File: config.mk
export PLATFORM = sky130hd
export DESIGN_NAME = frame_hex_monitor_flat
export DESIGN_NICKNAME = d
export VERILOG_FILES = /design/src/rtl/frame_hex_monitor_if.sv /design/src/rtl/frame_hex_monitor.sv /design/src/flat_wrapper.sv
export SDC_FILE = /design/constraint.sdc
export NUM_CORES = 1
export LEC_CHECK = 0
export BUFFER_PORTS_ARGS = -buffer_cell sky130_fd_sc_hd__buf_2
export CORE_MARGIN = 3
export CORE_UTILIZATION = 45
export DETAILED_ROUTE_END_ITERATION = 7
export HOLD_SLACK_MARGIN = 0.1
export PLACE_DENSITY = 0.71
export SLEW_MARGIN = 20
export SYNTH_ARGS = -nofsm -noshare
export SYNTH_HDL_FRONTEND = slang
export SYNTH_SLANG_ARGS = --single-unit
File: constraint.sdc
create_clock -name clk -period 6.6 [get_ports clk]
set_clock_uncertainty 0.05 [all_clocks]
set_input_delay 1.98 -clock clk [delete_from_list [all_inputs] [get_ports clk]]
set_output_delay 1.98 -clock clk [all_outputs]
set_load 0.05 [all_outputs]
File: src/rtl/frame_hex_monitor_if.sv
// Received byte-stream beat bundle (data, valid, last, err) feeding the
// frame hex monitor. The producer uses the master modport and the monitor
// uses the slave modport.
interface frame_hex_monitor_if;
    logic [7:0] in_data;
    logic       in_valid;
    logic       in_last;
    logic       in_err;

    modport master (output in_data, in_valid, in_last, in_err);
    modport slave  (input  in_data, in_valid, in_last, in_err);
endinterface

File: src/rtl/frame_hex_monitor.sv
// Byte-stream tap for the 8-digit hex display.
// - Captures a 4-byte window at a programmable offset from each good frame.
// - Keeps good-frame, error-frame and last-length statistics.
// - Drives a registered, freezable display word selected by sel.
module frame_hex_monitor #(
    parameter int OFFSET_W = 11,
    parameter int MAX_LEN  = 1522
) (
    input  logic                clk,
    input  logic                rstn,
    frame_hex_monitor_if.slave  s_in,
    input  logic [OFFSET_W-1:0] offset,
    input  logic [1:0]          sel,
    input  logic                freeze,
    output logic [31:0]         disp_data,
    output logic                disp_update
);

    typedef enum logic {ST_IDLE, ST_IN_FRAME} state_t;

    localparam logic [16:0] MAX_LEN_L = 17'(MAX_LEN);

    state_t              r_state;
    state_t              w_state_next;
    logic [15:0]         r_byte_idx;
    logic [OFFSET_W-1:0] r_off;
    logic                r_err_flag;
    logic [31:0]         r_window;
    logic [31:0]         r_cap_word;
    logic [31:0]         r_frame_cnt;
    logic [31:0]         r_err_cnt;
    logic [15:0]         r_last_len;
    logic [31:0]         r_disp_data;
    logic                r_disp_update;

    logic                w_first;
    logic [15:0]         w_idx;
    logic [15:0]         w_idx_inc;
    logic [OFFSET_W-1:0] w_off;
    logic [16:0]         w_rel;
    logic                w_in_win;
    logic [31:0]         w_window_base;
    logic [31:0]         w_window_cur;
    logic [16:0]         w_len;
    logic                w_err_cur;
    logic                w_eof;
    logic                w_good;
    logic [31:0]         w_mux;

    // Index/offset of the beat currently on the bus; a beat seen in IDLE is byte 0
    // and uses the live offset, later beats use the offset latched at frame start.
    always_comb begin
        w_first       = (r_state == ST_IDLE);
        w_idx         = w_first ? 16'd0 : r_byte_idx;
        w_off         = w_first ? offset : r_off;
        w_idx_inc     = (w_idx == 16'hFFFF) ? w_idx : w_idx + 16'd1;
        w_rel         = 17'(w_idx) - 17'(w_off);
        w_in_win      = (17'(w_idx) >= 17'(w_off)) && (w_rel <= 17'd3);
        w_window_base = w_first ? 32'd0 : r_window;
        w_len         = 17'(w_idx) + 17'd1;
        w_err_cur     = (w_first ? 1'b0 : r_err_flag) | s_in.in_err | (w_len > MAX_LEN_L);
        w_eof         = s_in.in_valid & s_in.in_last;
        w_good        = w_eof & ~w_err_cur;
    end

    // Window byte lanes: slot 0 is the most significant byte.
    genvar gi;
    generate
        for (gi = 0; gi < 4; gi++) begin : g_lane
            assign w_window_cur[31-8*gi -: 8] =
                (w_in_win && (w_rel[1:0] == 2'(gi))) ? s_in.in_data
                                                      : w_window_base[31-8*gi -: 8];
        end
    endgenerate

    // Next-state logic: a single-beat frame never leaves IDLE.
    always_comb begin
        w_state_next = r_state;
        case (r_state)
            ST_IDLE:     if (s_in.in_valid && !s_in.in_last) w_state_next = ST_IN_FRAME;
            ST_IN_FRAME: if (w_eof)                           w_state_next = ST_IDLE;
            default:                                          w_state_next = ST_IDLE;
        endcase
    end

    // State register; reset mid-frame drops the frame.
    always_ff @(posedge clk or negedge rstn) begin
        if (!rstn) r_state <= ST_IDLE;
        else       r_state <= w_state_next;
    end

    // Per-beat tracking: byte index, latched offset, sticky error and window.
    always_ff @(posedge clk or negedge rstn) begin
        if (!rstn) begin
            r_byte_idx <= 16'd0;
            r_off      <= '0;
            r_err_flag <= 1'b0;
            r_window   <= 32'd0;
        end else if (s_in.in_valid) begin
            r_byte_idx <= w_idx_inc;
            r_window   <= w_window_cur;
            r_err_flag <= w_err_cur;
            if (w_first) r_off <= offset;
        end
    end

    // End-of-frame bookkeeping: capture and count good frames, count bad ones.
    always_ff @(posedge clk or negedge rstn) begin
        if (!rstn) begin
            r_cap_word    <= 32'd0;
            r_last_len    <= 16'd0;
            r_frame_cnt   <= 32'd0;
            r_err_cnt     <= 32'd0;
            r_disp_update <= 1'b0;
        end else begin
            r_disp_update <= w_good;
            if (w_good) begin
                r_cap_word <= w_window_cur;
                r_last_len <= w_len[15:0];
                if (r_frame_cnt != 32'hFFFF_FFFF) r_frame_cnt <= r_frame_cnt + 32'd1;
            end else if (w_eof) begin
                if (r_err_cnt != 32'hFFFF_FFFF) r_err_cnt <= r_err_cnt + 32'd1;
            end
        end
    end

    // Display source selection.
    always_comb begin
        w_mux = r_cap_word;
        case (sel)
            2'd0: w_mux = r_cap_word;
            2'd1: w_mux = r_frame_cnt;
            2'd2: w_mux = {16'h0, r_last_len};
            2'd3: w_mux = r_err_cnt;
            default: w_mux = r_cap_word;
        endcase
    end

    // Registered display word; freeze holds it while statistics keep running.
    always_ff @(posedge clk or negedge rstn) begin
        if (!rstn)        r_disp_data <= 32'd0;
        else if (!freeze) r_disp_data <= w_mux;
    end

    assign disp_data   = r_disp_data;
    assign disp_update = r_disp_update;

endmodule

File: src/flat_wrapper.sv
// flat-port wrapper written by rule: the top's interface ports become plain ports
module frame_hex_monitor_flat 
#(
    parameter int OFFSET_W = 11,
    parameter int MAX_LEN  = 1522
)
  (clk, rstn, offset, sel, freeze, disp_data, disp_update, s_in_in_data, s_in_in_valid, s_in_in_last, s_in_in_err);
  frame_hex_monitor_if s_in_i ();
  input  logic clk;
  input  logic rstn;
  input  logic [OFFSET_W-1:0] offset;
  input  logic [1:0] sel;
  input  logic freeze;
  output logic [31:0] disp_data;
  output logic disp_update;
  input wire logic [$bits(s_in_i.in_data)-1:0] s_in_in_data;
  input wire logic [$bits(s_in_i.in_valid)-1:0] s_in_in_valid;
  input wire logic [$bits(s_in_i.in_last)-1:0] s_in_in_last;
  input wire logic [$bits(s_in_i.in_err)-1:0] s_in_in_err;
  assign s_in_i.in_data = s_in_in_data;
  assign s_in_i.in_valid = s_in_in_valid;
  assign s_in_i.in_last = s_in_in_last;
  assign s_in_i.in_err = s_in_in_err;
  frame_hex_monitor #(.OFFSET_W(OFFSET_W), .MAX_LEN(MAX_LEN)) u_core (.clk(clk), .rstn(rstn), .s_in(s_in_i), .offset(offset), .sel(sel), .freeze(freeze), .disp_data(disp_data), .disp_update(disp_update));
endmodule
==> impl_metrics.yaml <==
grt:
  grt_usage_pct: 19.3
  grt_antenna_before_repair: 0
  grt_max_degree: 112
  grt_pass1_wl_mm: 41.6
  vias_in_the_first_global_route: 7641
  globalRoute.totalOverflow: 0
cts:
  clock_sink_count: 206
  cts.repair_timing.setup_buffer_count: 0
  cts.path.max_buffers: 3
  cts_htree_levels: 1
  postCtsResizedCells: 0
  clock_pin_slew_reported_for_the_worst_setup_and_hold_paths_after_clock_tree_synthesis_ns: 0.06
  cts_root_buf: "clkbuf_16"
  ctsHoldBuffers: 0
  insertion_delay_of_the_later_clocked_pin_in_the_worst_skew_pair_ns: 0.52
  cts_tree: "built"
  tritoncts.num_buffers: 24
floorplan:
  chipWidth_um: 162
  area_of_the_die_um2: 26200
  ioPinCount: 60
  initial_utilization_pct: 46.1
  num_rows: 56
  die_h_um: 162
  placeable_core_area_um2: 23700
synth:
  synthArstFlopShare_pct: 100
  avgSynthCellArea_um2: 10.6
  synthesized_instance_count: 1029
  synth_top_area_share_pct: 47.2
  post_synth_edffs: 0
  ys_ff_latch: 206
  yosys.area.top_type: "dfrtp_1"
  synth.distinct_cells: 71
  synth_ff_type: "dfrtp_1"
  synth_nets: 1072
  synth.cell_area_um2: 10900
  ys_warnings: 0
  ys_top_cells_by_area: "dfrtp_1 47%, xnor2_1 5.5%, mux2_2 5.4%"
  yosysSeqAreaShare_pct: 47.2
final_layout:
  nNetsFinal: 1096
  layout_cell_share_with_drive_strength_beyond_1_pct: 17.9
  antenna_cells: 0
  area_growth_pct: 11.1
  fillerInstances: 2148
detailed_routing:
  wirelength_routed_mm: 25.0
  detail_route.drc_violations: 0
  ant_nets: 0
  route.vias.total: 7861
  drt_pre_antenna_iters: 5
  wl_per_cell_um: 18.0
  drtIter0Drc: 717
  vias_per_cell: 5.66
job:
  drv.max_cap_violation_count: 0
sta:
  maxSlewHeadroom_pct: 38.2
  worst_slack_ns: 1.44
  max_freq_mhz: 194
  final_hold_viol_count: 0
  rsz0062_at_grt: "no"
  fin_crit_ns: 5.16
  setup_viol: 0
  final_max_slew_viol_count: 0
  worst_slew_pin_slew_ns: 0.927
  final.setup.tns_ns: 0
  layout_worst_path_cycle_share_pct: 78.1
critical_path:
  crit_arrival_ns: 5.53
  crit_path_max_incr_delay_ns: 0.67
  timing.critical_path.from_type: "input pin"
  cp_num_buf_inv: 1
  worst_path_dominant_cell_family: "simple AND/OR/NAND/NOR gates"
  slowest_stage: "and4bb_1"
  critical_path.max_fanout: 11
  path_common_cell: "mux2_2"
  critPathKind: "in2reg"
  critPathRequiredTime_ns: 6.98
  critPathCaptureType: "register"
  path_cells: "buf_2 > mux2_2 > ha_1 > fa_1 > nor2b_1 > a21oi_1 > o221a_1 > mux2_2 > nor4_4 > and4bb_1 > mux2_2 > a21oi_1"
min_path:
  min-delay-path-class: "reg2reg"
pwr:
  power_w: 0.00381
  power.density_cell_area_nw_per_um2: 314
  power.ir.vdd_worst_uv: 254
  cellLeakagePower_nw: 5.52
placed_design:
  global_placement_routability_congestion: 0.915
  place.detailed.hpwl_mm: 17.5
  port_buffers: 59
  pre_cts_slack_ns: 0.969
status:
  run_status: "finished, final reports clean"
==> registers in the layout (all words and copies together) (netlist names), named ones only <==
register	cells
u_core.r_byte_idx	16
u_core.r_frame_cnt	32
u_core.r_off	11
u_core.disp_update	1
u_core.r_window	32
u_core.r_last_len	16
u_core.r_err_flag	1
u_core.r_err_cnt	32
u_core.r_cap_word	32
u_core.disp_data	32
==> cells by family after synthesis <==
group	synth area share, %
adders and majority gates	1.90
AOI/OAI and AO/OA	12.2
xor gates and xnor gates	6.09
muxes	12.8
and+or+nand+nor	16.0
DFF	47.2
buffers and inverters	3.86
==> metrics by stage <==
| stage | cell area (um^2) | instances | utilization (%) | hold slack, ns |
|---|---|---|---|---|
| after global routing | 12100 | 1389 | 51.3 | 0.456 |
| after detailed placement | 11400 | 1346 | 48.1 | 0.419 |
| after global placement | 11400 | 1346 | 48.1 | 0.417 |
| after floorplan | 10900 | 1029 | - | 0.403 |
| after CTS | 12100 | 1389 | 51.2 | 0.434 |
| final | 12100 | 1389 | 51.3 | 0.434 |
==> final cells by class <==
| cell class | count | area (um^2) | share of cell area [%] |
|---|---|---|---|
| Multi-Input combinational cell | 732 | 5370 | 44.3 |
| Sequential cell | 206 | 5160 | 42.5 |
| Clock buffer | 35 | 703 | 5.79 |
| Tap cell | 319 | 399 | 3.29 |
| Timing Repair Buffer | 67 | 377 | 3.10 |
| Inverter | 22 | 82.6 | 0.680 |
| Clock inverter | 8 | 47.5 | 0.392 |
==> worst paths after layout <==
kind | start | cells after the start | endpoint | slack, ns
worst max register to register | register | 12 | u_core.r_cap_word[7] | 1.69
worst max-delay path | offset[0] | 12 | u_core.r_cap_word[7] | 1.44
worst min-delay path | u_core.disp_data[18] | 2 | u_core.disp_data[18] | 0.43
worst min register to register | u_core.disp_data[18] | 2 | u_core.disp_data[18] | 0.43
min in group asynchronous | rstn | 1 | u_core.r_frame_cnt[28] | 1.50
max in group asynchronous | rstn | 2 | u_core.r_off[4] | 3.88
==> where the power goes <==
| group | internal, W | switching, W | total [W] |
|---|---|---|---|
| clock | 0.000739 | 0.000520 | 0.00126 |
| combinational | 0.000342 | 0.000547 | 0.000889 |
| sequential | 0.00147 | 0.000183 | 0.00166 |
==> per-layer routing <==
metal / vias up / global-route usage, % / routed length, um
met5: - / 0 / 0
met4: 0 / 4.61 / 418
met3: 37 / 2.78 / 1190
met2: 194 / 29.4 / 11200
met1: 3871 / 29.3 / 12200
li1: 3759 / - / -
==> worst min-delay path, delay by kind of cell (launching register included) <==
kind / cells / cell delay, ns
simple gates: 1 / 0.05
flops: 1 / 0.34
compound gates: 1 / 0.06
==> placed cells by master, fill, tap and decap left out, drive strengths merged, types with 7 or more instances in the layout <==
cell and instances:
dfrtp 206, nor2 77, nand2 70, xnor2 68, a21oi 66, buf 66, mux2 52, nand3 46
mux2i 45, and2 42, clkbuf 36, nand4 33, a22o 28, o21ai 26, inv 24, and3 20
a22oi 18, mux4 16, ha 15, and4 12, a31oi 9, nor2b 8, xor2 8, nor3 8
a21o 7
==> synth_stat cells (3+ instances only) <==
master and n:
and2_1 42, a211oi_1 5, buf_6 6, nor2b_1 8, buf_4 3, o2bb2ai_1 3
clkbuf_1 36, mux2i_1 45, a31oi_1 9, nor3_1 6, o31ai_1 4, xor2_1 8
mux4_2 16, nand2_1 68, inv_1 21, a221o_1 3, nor4_1 3, buf_2 19
xnor2_1 68, or2_0 3, and3_1 20, ha_1 15, nor2_1 76, and4_1 12
nand3_1 46, mux2_2 52, a22o_1 28, a21oi_1 63, a21o_1 7, buf_1 5
o21ai_0 25, a22oi_1 18, dfrtp_1 206, nand4_1 33
(Power assumes the default switching activity.)
